<file path="config.mk">
export PLATFORM = sky130hd
export DESIGN_NAME = button_pio_debounced
export DESIGN_NICKNAME = d
export VERILOG_FILES = /design/src/rtl/button_pio_debounced.sv
export SDC_FILE = /design/constraint.sdc
export NUM_CORES = 1
export LEC_CHECK = 0
export CAP_MARGIN = 20
export CORE_ASPECT_RATIO = 1.1
export CORE_UTILIZATION = 48
export CTS_CLUSTER_SIZE = 12
export DETAILED_ROUTE_END_ITERATION = 16
export GPL_TIMING_DRIVEN = 0
export PLACE_DENSITY_LB_ADDON = 0.08
export SLEW_MARGIN = 20
export SYNTH_ARGS = -nofsm -noshare
export SYNTH_HDL_FRONTEND = slang
export SYNTH_SLANG_ARGS = --single-unit
</file>
<file path="constraint.sdc">
create_clock -name clk -period 2.65 [get_ports clk]
set_input_delay 0.6625 -clock clk [delete_from_list [all_inputs] [get_ports clk]]
set_output_delay 0.6625 -clock clk [all_outputs]
set_load 0.02 [all_outputs]
</file>
<file path="src/rtl/button_pio_debounced.sv">
// Avalon-MM button/switch PIO: per-channel two-flop sync, counter debounce,
// selectable rise/fall edge capture with write-1-to-clear and a maskable level irq.
module button_pio_debounced #(
  parameter int WIDTH           = 3,
  parameter int DEBOUNCE_CYCLES = 16
) (
  input  logic             clk,
  input  logic             reset,
  input  logic [2:0]       address,
  input  logic             chipselect,
  input  logic             write_n,
  input  logic [31:0]      writedata,
  input  logic [WIDTH-1:0] in_port,
  output logic [31:0]      readdata,
  output logic             irq
);

  localparam int               CNT_W    = $clog2(DEBOUNCE_CYCLES + 1);
  localparam logic [CNT_W-1:0] CNT_LAST = CNT_W'(DEBOUNCE_CYCLES - 1);

  localparam logic [2:0] ADDR_LEVEL   = 3'd0;
  localparam logic [2:0] ADDR_RAW     = 3'd1;
  localparam logic [2:0] ADDR_MASK    = 3'd2;
  localparam logic [2:0] ADDR_CAPTURE = 3'd3;
  localparam logic [2:0] ADDR_RISE_EN = 3'd4;
  localparam logic [2:0] ADDR_FALL_EN = 3'd5;

  logic [WIDTH-1:0] sync1, sync2;
  logic [WIDTH-1:0] stable, stable_d;
  logic [CNT_W-1:0] cnt [WIDTH];

  logic [WIDTH-1:0] irq_mask, edge_capture, rise_en, fall_en;
  logic [WIDTH-1:0] wdata, edge_event, clear_bits;
  logic             wr_strobe;
  logic [31:0]      read_mux;
  logic             unused_wdata;

  assign wr_strobe    = chipselect && !write_n;
  assign wdata        = writedata[WIDTH-1:0];
  assign unused_wdata = ^writedata;

  // Synchroniser and per-channel debounce counters.
  // NOTE: every register here, counters included, uses <= so that all of them
  // sample the values from before the clock edge, independent of statement order.
  always_ff @(posedge clk) begin
    if (reset) begin
      sync1    <= '0;
      sync2    <= '0;
      stable   <= '0;
      stable_d <= '0;
      // NOTE: the counter array is a handful of flops, not a RAM, so it is
      // cleared element by element; a partial count must not survive reset.
      for (int i = 0; i < WIDTH; i++) cnt[i] <= '0;
    end else begin
      sync1    <= in_port;
      sync2    <= sync1;
      stable_d <= stable;
      for (int i = 0; i < WIDTH; i++) begin
        if (sync2[i] == stable[i]) begin
          cnt[i] <= '0;
        end else if (cnt[i] == CNT_LAST) begin
          stable[i] <= sync2[i];
          cnt[i]    <= '0;
        end else begin
          cnt[i] <= cnt[i] + 1'b1;
        end
      end
    end
  end

  assign edge_event = (stable & ~stable_d & rise_en) | (~stable & stable_d & fall_en);
  assign clear_bits = (wr_strobe && address == ADDR_CAPTURE) ? wdata : '0;

  // A fresh event wins over a same-cycle clear so no edge is ever lost.
  always_ff @(posedge clk) begin
    if (reset) begin
      irq_mask     <= '0;
      edge_capture <= '0;
      rise_en      <= '1;
      fall_en      <= '0;
    end else begin
      edge_capture <= edge_event | (edge_capture & ~clear_bits);
      if (wr_strobe) begin
        case (address)
          ADDR_MASK:    irq_mask <= wdata;
          ADDR_RISE_EN: rise_en  <= wdata;
          ADDR_FALL_EN: fall_en  <= wdata;
          default: ;
        endcase
      end
    end
  end

  always_comb begin
    // NOTE: default first so every path assigns read_mux and no latch is inferred.
    read_mux = '0;
    case (address)
      ADDR_LEVEL:   read_mux[WIDTH-1:0] = stable;
      ADDR_RAW:     read_mux[WIDTH-1:0] = sync2;
      ADDR_MASK:    read_mux[WIDTH-1:0] = irq_mask;
      ADDR_CAPTURE: read_mux[WIDTH-1:0] = edge_capture;
      ADDR_RISE_EN: read_mux[WIDTH-1:0] = rise_en;
      ADDR_FALL_EN: read_mux[WIDTH-1:0] = fall_en;
      default: ;
    endcase
  end

  always_ff @(posedge clk) begin
    if (reset) readdata <= '0;
    else       readdata <= read_mux;
  end

  assign irq = |(edge_capture & irq_mask);

endmodule

</file>
Word-level counts from Yosys, hierarchy flattened
Memory sizes are Yosys's and may differ from the RTL's.
Index checks and enable logic that the tools add are counted.
{"block": "classes", "magnitude_cmp": 0, "addsub": 3, "eq_ne": 11, "muxes": 46, "div": 0, "bitwise_logic": 23, "reduce_logical": 11, "n_mul": 0, "n_shift": 0}
{"op": "2-to-1 mux 5 bit", "n": 9}
{"op": "2-to-1 mux 1 bit", "n": 35}
{"op": "bitwise AND 3 bit", "n": 6}
{"op": "one-hot mux 3 bit (6 select lines)", "n": 1}
{"op": "adder 5 x 1 -> 5 bit, second input constant", "n": 3}
{"op": "equality test 5 x 4 -> 1 bit, second input constant", "n": 3}
{"op": "AND reduction 2 bit", "n": 6}
{"op": "inverter 3 bit", "n": 3}
{"op": "bitwise OR 1 bit", "n": 9}
{"op": "equality test 3 x 2 -> 1 bit, second input constant", "n": 2}
{"op": "equality test 3 bit, second input constant", "n": 2}
{"op": "bitwise OR 3 bit", "n": 2}
{"op": "equality test 1 bit", "n": 3}
{"op": "equality test 3 x 1 -> 1 bit, second input constant", "n": 1}
{"op": "logical NOT 3 bit", "n": 1}
{"op": "2-to-1 mux 3 bit", "n": 1}
{"op": "inverter 1 bit", "n": 3}
{"op": "OR reduction 3 bit", "n": 1}
{"op": "logical AND 1 bit", "n": 2}
{"op": "logical NOT 1 bit", "n": 1}
{"block": "totals", "output_inout_bits": 33, "inputBits": 42, "register_bits": 56, "mem_bits_ro": 0, "word_cells": 107, "ram_bits": 15, "memories": 1, "latch_bits": 0}
{"memory": "cnt", "words": 3, "word_bits": 5, "rd": 3, "rd_clocked_by_memory_dff": 0, "wr": 3, "line_no": "30", "rtl": "logic [CNT_W-1:0] cnt [WIDTH];"}

Logic depth before layout (Yosys ltp)
An unclocked memory read counts as a cell.
{"block": "logic_depth", "ltp_word": 8, "mapped_depth": 5, "ltp_nobuf": 5}

Worst setup path before layout
Ideal clock, no wire load.
{"block": "synth_timing", "kind": "register to register", "start": "mem cnt[2][0] (netlist bit)", "end": "mem cnt[2][2] (netlist bit), data pin", "arrival_ns": 1.486, "setup_ns": 0.139, "slack_ns": 1.025, "required_time_ns": 2.511, "n_path_buf": 0, "synth_period_minus_slack_ns": 1.625, "path_stages_with_launch": 6, "cell_sequence": "edfxtp_1 -> ha_1 -> and3_1 -> ha_1 -> or3_1 -> nor2_1"}
{"element": "from (decl)", "line_no": "30"}

Worst setup path in the final report
{"block": "layout_timing", "start": "reg edge_capture[2]", "end": "out irq"}
{"block": "layout_between", "elab_chain_cells": 2}
{"element": "from (decl)", "line_no": "32", "rtl": "logic [WIDTH-1:0] irq_mask, edge_capture, rise_en, fall_en;"}
{"element": "from (signal assigned)", "line_no": "82", "rtl": "edge_capture <= edge_event | (edge_capture & ~clear_bits);"}
{"element": "bitwise AND 3 bit", "line_no": "113", "rtl": "assign irq = |(edge_capture & irq_mask);"}
{"element": "OR reduction 3 bit", "line_no": "113"}
{"element": "to (decl)", "line_no": "15", "rtl": "output logic irq"}
No other way between the ends.

==> flow_summary.ini <==
[status]
status = finished, final reports clean

[pwr]
p_leak_nw = 1.146
powerDensity_nw_per_um2 = 516.5
p_total_w = 0.001340
ir_drop_uv = 372.1

[placement]
hpwl_mm = 2.551
gp_congestion = 0.7817
portBuffers = 14

[synth]
synth_seq_cells = 42
synth.avg_cell_area_um2 = 10.61
syn_area_um2 = 2122
synth-async-reset-ratio = 0
ys_warn_count = 0
synth_edf_count = 15
synthCells = 200
synth-main-ff-cell = dfxtp_1
yosys.cell_types.count = 32
yosysSeqAreaShare = 0.4670

[clock_tree]
clock_sinks = 42
cts.repair.resized = 0
hold_buffers = 0
root_buffer = clkbuf_8
cts_tree = yes
clk_latency_ps = 290
htreeDepth = 2
cts_setup_buffers = 0
cts.path.max_buffers = 2
numCtsBuffers = 5
cts.clk_slew.worst_paths_ps = 70

[critical_path]
start_kind = flip-flop
critPathSlowestCell = clkdlybuf4s50_1
crit_path_max_incr_delay_ps = 540
path_max_fanout = 3
r2r_cells = 5
crit_path_cell_trace = a222oi_1 > inv_1 > clkdlybuf4s50_1
arrival_ps = 1660
cp-end-kind = output pin
worstPathRequired_ps = 1990
timing_worst_setup_path_type = reg -> out

[sta]
finalMaxSlewViolations = 0
relSlewSlack = 0.6666
fin_tns_setup_ps = 0
period_share = 0.8771
rsz0062_at_grt = no
worst_slew_pin_slew_ps = 500.0
finClkSkew_ps = 7.277
hold-worst-slack_ps = 436.5
hold_viol_final = 0
max_freq_mhz = 430.3
setup_viol = 0
period_needed_ps = 2324

[min_path]
min_delay_path_depth = 1
hold_path.class = reg -> reg

[cells_and_area]
layout_commonest_cell = conb_1
nets = 311
drive_gt1_frac = 0.1629
final_util = 0.6097
final_cell_mix = conb_1 (44), buf_4 (29), nor2_1 (27), dfxtp_1 (27), edfxtp_1 (15)
area_growth_syn_to_layout_pct = 22.23
diodes = 0

[global_routing]
grt_pass1_wl_mm = 5.796
track_usage = 0.1665
grt-ovfl-total = 0
grt_pass1_vias = 1260
grt_max_degree = 14
antenna_found_initial = 0

[floorplanning]
fp.dieW_um = 65.40
pin_count = 75
die_y_um = 71.74
coreArea_um2 = 4254
initial_core_util = 0.4988
core.rowCount = 25
die_area_um2 = 4691

[routing]
wl_per_cell_um = 10.89
drt-initial-drc-count = 57
drt_wl_total_mm = 3.462
antenna_left = 0
vias = 1381
dr.pass1.iters = 4
routed_via_density = 4.343
drc = 0

[flow_run]
drv_cap = 0
## worst max-delay path: cells and delay by family (launching register included)
family,cells,cell delay (ps)
AO/OA/AOI/OAI,1,420
buffers and inverters,2,620
flip-flops,1,340
## cell type report
type / count / area, um^2
clock buffer: 6 / 72.57
inverter: 11 / 41.29
tap: 54 / 67.56
multi-input combinational: 155 / 1003
buffer: 34 / 244.0
fill: 380 / 1660
sequential: 42 / 991.0
clock inverter: 2 / 33.78
timing repair buffer: 14 / 140.1
## Yosys cell counts, types with 4 or more instances
cell,instances,area (um^2)
buf_4,29,217.7
clkbuf_1,4,15.01
dfxtp_1,27,540.5
edfxtp_1,15,450.4
ha_1,6,75.07
inv_1,11,41.29
mux2i_1,12,120.1
nand2_1,4,15.01
nand2b_1,10,62.56
nor2_1,27,101.4
nor2b_1,9,56.30
xnor2_1,6,52.55
## where the power goes
group / switching (W) / total (W) / leakage [nW] / internal, W
logic: 0.0000859 / 0.000160 / 0.719 / 0.0000740
clock network: 0.000207 / 0.000485 / 0.0528 / 0.000278
registers: 0.00000999 / 0.000694 / 0.374 / 0.000684
## registers in the layout, indices dropped and copies added (netlist names)
signal        count
cnt              15
edge_capture      3
fall_en           3
irq_mask          3
readdata          3
rise_en           3
stable            3
stable_d          3
sync1             3
sync2             3
## final timing paths
check	startpoint	to	slack [ps]
setup / recovery	edge_capture[2]	irq	330
hold / removal	sync1[2]	sync2[2]	440
setup reg to reg	cnt[0][0]	cnt[0][2]	910
hold reg to reg	sync1[2]	sync2[2]	440
## stage by stage
step	instances	worst slack, ps	instance area, um^2
6_report	318	325.8	2594
5_1_grt	318	236.1	2594
4_1_cts	318	308.9	2594
3_5_place_dp	310	432.1	2487
3_3_place_gp	310	424.2	2487
2_1_floorplan	242	1025	2280
## cell families (layout without fill, tap and decap cells)
family / count (synthesis) / in the layout / synth area share
AND/OR/NAND/NOR: 66 / 66 / 0.1728
multiplexers: 18 / 18 / 0.1079
buffers and inverters: 45 / 67 / 0.1344
adder cells (fa/ha/maj): 6 / 6 / 0.03538
AO/OA/AOI/OAI: 12 / 12 / 0.04187
flip-flops: 42 / 42 / 0.4670
other: 2 / 44 / 0.003539
XOR/XNOR: 9 / 9 / 0.03715
## routing by layer
metal,part of all wire,vias up,GRT usage
met3,0.047,9,0.05255
met2,0.48,37,0.2784
met1,0.45,609,0.1952
met4,0.025,0,0.07005
li1,-,726,-
met5,0,-,0
No activity file was read; power rests on OpenSTA's default activity.
